==> config.mk <==
export PLATFORM = sky130hd
export DESIGN_NAME = multicycle_alu
export DESIGN_NICKNAME = d
export VERILOG_FILES = /design/src/rtl/multicycle_alu.sv
export SDC_FILE = /design/constraint.sdc
export NUM_CORES = 1
export LEC_CHECK = 0
export ABC_AREA = 1
export CAP_MARGIN = 20
export CORE_UTILIZATION = 35
export DETAILED_ROUTE_END_ITERATION = 10
export PLACE_DENSITY_LB_ADDON = 0.08
export SKIP_CTS_REPAIR_TIMING = 1
export SLEW_MARGIN = 20
export SYNTH_ARGS = -nofsm -noshare
export SYNTH_HDL_FRONTEND = slang
export SYNTH_SLANG_ARGS = --single-unit
==> constraint.sdc <==
create_clock -name Clock -period 11.9 [get_ports Clock]
set_clock_uncertainty 0.05 [all_clocks]
set_input_delay 2.975 -clock Clock [delete_from_list [all_inputs] [get_ports Clock]]
set_output_delay 2.975 -clock Clock [all_outputs]
set_load 0.005 [all_outputs]
==> src/rtl/multicycle_alu.sv <==
// rtl/multicycle_alu.sv - multi-cycle ALU with valid/ready handshakes, bit-serial shifts and shift-add multiply
//
// Ports:
//   Clock     in   rising-edge system clock
//   Reset     in   asynchronous, active-high reset
//   InValid   in   operand/op bundle valid
//   InReady   out  block can accept a bundle (only in IDLE)
//   A         in   operand A
//   B         in   operand B; B[SHW-1:0] is the shift distance
//   FunSel    in   operation select
//   WF        in   write flags for this operation
//   OutValid  out  ALUOut valid (DONE state)
//   OutReady  in   consumer accepts ALUOut
//   ALUOut    out  registered result
//   FlagsOut  out  registered flags {Z, C, N, O}

module multicycle_alu #(
  parameter int WIDTH  = 32,
  parameter int SHW    = $clog2(WIDTH),
  parameter int MUL_EN = 1
) (
  input  logic             Clock,
  input  logic             Reset,
  input  logic             InValid,
  output logic             InReady,
  input  logic [WIDTH-1:0] A,
  input  logic [WIDTH-1:0] B,
  input  logic [3:0]       FunSel,
  input  logic             WF,
  output logic             OutValid,
  input  logic             OutReady,
  output logic [WIDTH-1:0] ALUOut,
  output logic [3:0]       FlagsOut
);

  localparam logic [3:0] OP_PASS_A = 4'b0000;
  localparam logic [3:0] OP_PASS_B = 4'b0001;
  localparam logic [3:0] OP_NOT_A  = 4'b0010;
  localparam logic [3:0] OP_NOT_B  = 4'b0011;
  localparam logic [3:0] OP_ADD    = 4'b0100;
  localparam logic [3:0] OP_ADC    = 4'b0101;
  localparam logic [3:0] OP_SUB    = 4'b0110;
  localparam logic [3:0] OP_AND    = 4'b0111;
  localparam logic [3:0] OP_OR     = 4'b1000;
  localparam logic [3:0] OP_XOR    = 4'b1001;
  localparam logic [3:0] OP_NAND   = 4'b1010;
  localparam logic [3:0] OP_LSL    = 4'b1011;
  localparam logic [3:0] OP_LSR    = 4'b1100;
  localparam logic [3:0] OP_ASR    = 4'b1101;
  localparam logic [3:0] OP_MUL    = 4'b1110;
  localparam logic [3:0] OP_ROR    = 4'b1111;

  // Step counter must hold WIDTH itself for the multiply, hence SHW+1 bits.
  localparam logic [SHW:0] CNT_ONE = (SHW+1)'(1);
  localparam logic [SHW:0] CNT_MUL = (SHW+1)'(WIDTH);

  typedef enum logic [1:0] {IDLE, BUSY, DONE} state_t;

  state_t           state;
  logic [3:0]       op_r;
  logic             wf_r;
  logic [WIDTH-1:0] mcand;   // multiplicand (A) for the shift-add loop
  logic [WIDTH-1:0] work;    // shift register / low half of the product
  logic [WIDTH-1:0] hi;      // high half of the partial product
  logic [SHW:0]     cnt;

  // ---------------------------------------------------------------
  // Single-cycle path, evaluated directly from the incoming bundle so
  // the accept edge can go straight to DONE.
  // ---------------------------------------------------------------
  logic [WIDTH-1:0] add_b;
  logic             add_cin;
  logic [WIDTH:0]   sum_ext;
  logic [WIDTH-1:0] fast_res;
  logic             fast_c;
  logic             fast_o;
  logic             is_shift;
  logic             is_mul;
  logic             fast_path;

  always_comb begin
    add_b   = (FunSel == OP_SUB) ? ~B : B;
    add_cin = (FunSel == OP_SUB) ? 1'b1 :
              (FunSel == OP_ADC) ? FlagsOut[2] : 1'b0;
    sum_ext = {1'b0, A} + {1'b0, add_b} + {{WIDTH{1'b0}}, add_cin};

    fast_res = A;
    fast_c   = FlagsOut[2];
    fast_o   = FlagsOut[0];

    case (FunSel)
      OP_PASS_A: fast_res = A;
      OP_PASS_B: fast_res = B;
      OP_NOT_A:  fast_res = ~A;
      OP_NOT_B:  fast_res = ~B;
      OP_ADD, OP_ADC: begin
        fast_res = sum_ext[WIDTH-1:0];
        fast_c   = sum_ext[WIDTH];
        fast_o   = (A[WIDTH-1] == B[WIDTH-1]) && (sum_ext[WIDTH-1] != A[WIDTH-1]);
      end
      OP_SUB: begin
        fast_res = sum_ext[WIDTH-1:0];
        fast_c   = sum_ext[WIDTH];
        fast_o   = (A[WIDTH-1] != B[WIDTH-1]) && (sum_ext[WIDTH-1] == B[WIDTH-1]);
      end
      OP_AND:    fast_res = A & B;
      OP_OR:     fast_res = A | B;
      OP_XOR:    fast_res = A ^ B;
      OP_NAND:   fast_res = ~(A & B);
      // Zero-distance shifts and the disabled multiply pass A through.
      default:   fast_res = A;
    endcase

    is_shift  = (FunSel == OP_LSL) || (FunSel == OP_LSR) ||
                (FunSel == OP_ASR) || (FunSel == OP_ROR);
    is_mul    = (MUL_EN != 0) && (FunSel == OP_MUL);
    fast_path = !is_mul && !(is_shift && (B[SHW-1:0] != '0));
  end

  // ---------------------------------------------------------------
  // One iteration of a multi-cycle operation.
  // ---------------------------------------------------------------
  logic [WIDTH-1:0] step_res;
  logic [WIDTH-1:0] step_hi;
  logic             step_c;
  logic [WIDTH:0]   mul_sum;

  always_comb begin
    step_res = work;
    step_hi  = hi;
    step_c   = 1'b0;
    mul_sum  = '0;
    case (op_r)
      OP_LSL: begin
        step_c   = work[WIDTH-1];
        step_res = {work[WIDTH-2:0], 1'b0};
      end
      OP_LSR: begin
        step_c   = work[0];
        step_res = {1'b0, work[WIDTH-1:1]};
      end
      OP_ASR: begin
        step_c   = work[0];
        step_res = {work[WIDTH-1], work[WIDTH-1:1]};
      end
      OP_ROR: begin
        step_c   = work[0];
        step_res = {work[0], work[WIDTH-1:1]};
      end
      default: begin
        // Shift-add: conditionally add the multiplicand into the high
        // half, then shift the whole {carry, hi, lo} pair right by one.
        mul_sum             = {1'b0, hi} + (work[0] ? {1'b0, mcand} : '0);
        {step_hi, step_res} = {mul_sum, work[WIDTH-1:1]};
        step_c              = |step_hi;
      end
    endcase
  end

  // ---------------------------------------------------------------
  // Control FSM with registered handshake outputs.
  // ---------------------------------------------------------------
  always_ff @(posedge Clock or posedge Reset) begin
    if (Reset) begin
      state    <= IDLE;
      InReady  <= 1'b1;
      OutValid <= 1'b0;
      ALUOut   <= '0;
      FlagsOut <= '0;
      op_r     <= '0;
      wf_r     <= 1'b0;
      mcand    <= '0;
      work     <= '0;
      hi       <= '0;
      cnt      <= '0;
    end else begin
      case (state)
        IDLE: begin
          if (InValid) begin
            op_r    <= FunSel;
            wf_r    <= WF;
            mcand   <= A;
            InReady <= 1'b0;
            if (fast_path) begin
              ALUOut   <= fast_res;
              OutValid <= 1'b1;
              state    <= DONE;
              if (WF)
                FlagsOut <= {~|fast_res, fast_c, fast_res[WIDTH-1], fast_o};
            end else begin
              state <= BUSY;
              hi    <= '0;
              if (is_mul) begin
                work <= B;
                cnt  <= CNT_MUL;
              end else begin
                work <= A;
                cnt  <= {1'b0, B[SHW-1:0]};
              end
            end
          end
        end

        BUSY: begin
          work <= step_res;
          hi   <= step_hi;
          cnt  <= cnt - CNT_ONE;
          if (cnt == CNT_ONE) begin
            ALUOut   <= step_res;
            OutValid <= 1'b1;
            state    <= DONE;
            if (wf_r)
              FlagsOut <= {~|step_res, step_c, step_res[WIDTH-1], FlagsOut[0]};
          end
        end

        DONE: begin
          // Returning to IDLE raises InReady on the next edge, so a bundle
          // waiting at the input is not taken in the hand-off cycle.
          if (OutReady) begin
            OutValid <= 1'b0;
            InReady  <= 1'b1;
            state    <= IDLE;
          end
        end

        default: begin
          state    <= IDLE;
          InReady  <= 1'b1;
          OutValid <= 1'b0;
        end
      endcase
    end
  end

endmodule

==> results.yml <==
timing:
  tns_ps: 0
  slew_headroom_pct: 31.37
  maxSlewViolCount: 0
  worstMarginPinSlew_ps: 1027
  finalHoldViolCount: 0
  layout_min_cycle_time_ps: 7059
  finalCritPeriodShare_pct: 59.32
  setup_viol: 0
  grt_setup_unrepaired: "no"
  holdWs_ps: 436.7
  fmax_ghz: 0.1417
clocking:
  clk_pin_slew_ps: 70
  clk_latency_ps: 500
  cts_sinks: 147
  cts_buffers: 17
  h-tree-depth: 4
  cts_tree: "done"
  ctsLongestPathBuffers: 2
  root_buffer: "clkbuf_16"
critical_path:
  worst_setup_path_end_kind: "flip-flop"
  cp.arrival_ps: 7420
  rrSetupSlack_ps: 7860
  criticalPathCategory: "primary input to flip-flop"
  worstSetupStartpointType: "primary input"
  crit_fanout: 35
  worstReg2RegStart: "work[0]"
  critPathRequiredTime_ps: 12260
  r2r-end: "FlagsOut[2]"
  ff2ff_path_depth: 22
routing:
  wl_per_cell_um: 20.87
  first_iter_violations: 1580
  via_count: 17200
  antenna_left: 0
  drc: 0
  via_per_inst: 5.296
  drt_wl_total_um: 67770
  dr.pass1.iters: 6
logic_synthesis:
  yosysSeqAreaShare_pct: 23.70
  synth_cell_types: 46
  synth-main-ff-cell: "dfrtp_1"
  yosysWarningCount: 0
  synth_most_common_cell: "nand2_1"
  yosys-top-cells-count: "nand2_1, inv_1, nor2_1, o21ai_0, dfrtp_1"
  async_reset_ff_share_pct: 100.0
  synth_edf_count: 0
  netlist_instances: 2582
  synth_largest_area_cell: "dfrtp_1"
  netlist_area_mm2: 0.01552
  synth_top_area_share_pct: 23.54
  syn_nets: 2787
  synth.ff_latch_count: 147
  syn_area_per_cell_um2: 6.012
  synthTopCellsByArea: "dfrtp_1, nand2_1, ha_1"
floorplanning:
  core_mm2: 0.04346
  io_pins: 111
  die-area_mm2: 0.04520
  rows: 76
  start_util_pct: 35.72
  die_w_um: 212.6
  die_h_um: 212.6
power:
  p_switching_w: 0.001499
  swShare_pct: 48.51
  ir_drop_uv: 142.2
  powerDensity_mw_per_mm2: 173.8
  p_comb_share_pct: 54.0
  internal_power_w: 0.001591
  leakage_nw: 9.082
  clkPwrFrac_pct: 18.2
  seqPwrFrac_pct: 27.8
global_route:
  gr-total-overflow: 0
  grt_pass1_wl_um: 101000
  grt_usage_pct: 30.61
  antenna_found_initial: 1
  grt_max_degree: 84
  grt_pass1_vias: 16300
worst_hold_path:
  hold_end: "mcand[16]"
  worstHoldPathCells: 2
  holdCritPathClass: "flip-flop to flip-flop"
  hp-start: "mcand[16]"
placement:
  gp_congestion: 1.008
  dpl.hpwl_um: 54190
  dpl.cell_count: 3214
  port_buffers: 110
cells_and_area:
  layout.cells.non_filler: 3247
  drive_above_1_share_pct: 3.720
  nets: 2853
  syn_to_final_growth_pct: 14.53
  num-fill-cells: 4826
run_status:
  outcome: "completed"
job:
  drv_cap: 0
==> metrics by stage <==
step	utilization, %	power [W]	worst slack, ps	cell area [µm²]
global placement	39.50	0.002519	4417	17170
CTS	40.90	0.003103	4956	17780
global route	40.91	0.003353	4524	17780
finish	40.91	0.003090	4841	17780
floorplan	-	0.001883	4925	15520
detailed placement	39.55	0.002522	4446	17190
==> power by group through the flow <==
| stage | registers [W] | logic (W) | clock network [W] |
|---|---|---|---|
| floorplan | 0.000824 | 0.00106 | 0 |
| global placement | 0.000861 | 0.00166 | 0 |
| detailed placement | 0.000864 | 0.00166 | 0 |
| CTS | 0.000858 | 0.00167 | 0.000579 |
| global route | 0.000883 | 0.00187 | 0.000598 |
| finish | 0.000859 | 0.00167 | 0.000563 |
==> worst max path at each step <==
stage,from,endpoint
after detailed placement,FunSel[3],FlagsOut[3]
after floorplan,Reset,ALUOut[0]
final,FunSel[3],FlagsOut[3]
after global routing,FunSel[3],FlagsOut[3]
after CTS,FunSel[3],FlagsOut[3]
after global placement,FunSel[0],hi[30]
==> critical path: stages <==
cell	delay [ps]
clkdlybuf4s50_1	550
inv_2	190
nand2_2	140
nor2_4	100
buf_4	490
inv_1	160
o31ai_1	130
fa_1	370
inv_1	90
fa_1	430
inv_1	110
nand3_1	90
nand2_1	180
nand3_1	180
nand3_1	140
nand2_1	50
nand3_1	100
nand2_1	80
nand2_1	70
nand4_1	120
nor2_1	260
nand4_1	190
a21oi_1	200
==> cell usage in the layout, fill, tap and decap left out, types with 3 or more instances in the layout <==
| cell | instances |
|---|---|
| nand2_1 | 886 |
| inv_1 | 381 |
| nor2_1 | 221 |
| o21ai_0 | 214 |
| dfrtp_1 | 146 |
| nand3_1 | 131 |
| ha_1 | 129 |
| clkdlybuf4s50_1 | 110 |
| a21oi_1 | 72 |
| o22ai_1 | 44 |
| nand4_1 | 40 |
| xor2_1 | 38 |
| a31oi_1 | 32 |
| nor3_1 | 27 |
| nand3b_1 | 24 |
| o2111ai_1 | 19 |
| buf_4 | 18 |
| clkbuf_16 | 17 |
| or2_2 | 16 |
| nor4_1 | 12 |
| inv_2 | 10 |
| nor2_2 | 6 |
| o211ai_1 | 6 |
| o21bai_1 | 5 |
| and2_1 | 5 |
| nor2_4 | 4 |
| clkinvlp_4 | 4 |
| nand2_2 | 3 |
| or2_1 | 3 |
| inv_6 | 3 |
| fa_1 | 3 |
| clkbuf_8 | 3 |
==> state kept, by name, indices dropped and copies added, names as in the netlist <==
name and count:
cnt 6, mcand 32, ALUOut 32, OutValid 1
op_r 4, work 32, hi 32, state 2
FlagsOut 4, wf_r 1, InReady 1
==> logic make-up after synthesis <==
group / count (synthesis) / share of synthesized area, %
fa+ha+maj: 132 / 10.78
buf+inv: 477 / 11.91
xor+xnor: 40 / 2.257
simple gates: 1383 / 36.89
compound gates: 403 / 14.45
flops: 147 / 23.70
==> cell type report <==
| type | count | area, µm² | share of cell area [%] |
|---|---|---|---|
| Sequential cell | 147 | 3680 | 20.70 |
| Clock buffer | 20 | 466.7 | 2.625 |
| Antenna cell | 1 | 2.502 | 0.01407 |
| Clock inverter | 12 | 122.6 | 0.6897 |
| Timing Repair Buffer | 129 | 1251 | 7.037 |
| Multi-Input combinational cell | 1958 | 10040 | 56.45 |
| Inverter | 395 | 1489 | 8.374 |
| Tap cell | 585 | 732.0 | 4.117 |
==> layer usage <==
layer  vias to the layer above  global-route usage, %  wire length [µm]
met1                      8117                  40.32             30570
met4                         0                  12.63              2684
met5                         -                      0                 0
li1                       8417                      -                 -
met3                       110                  4.653              3483
met2                       551                  49.75             31030
Power figures use the tool's default switching activity.
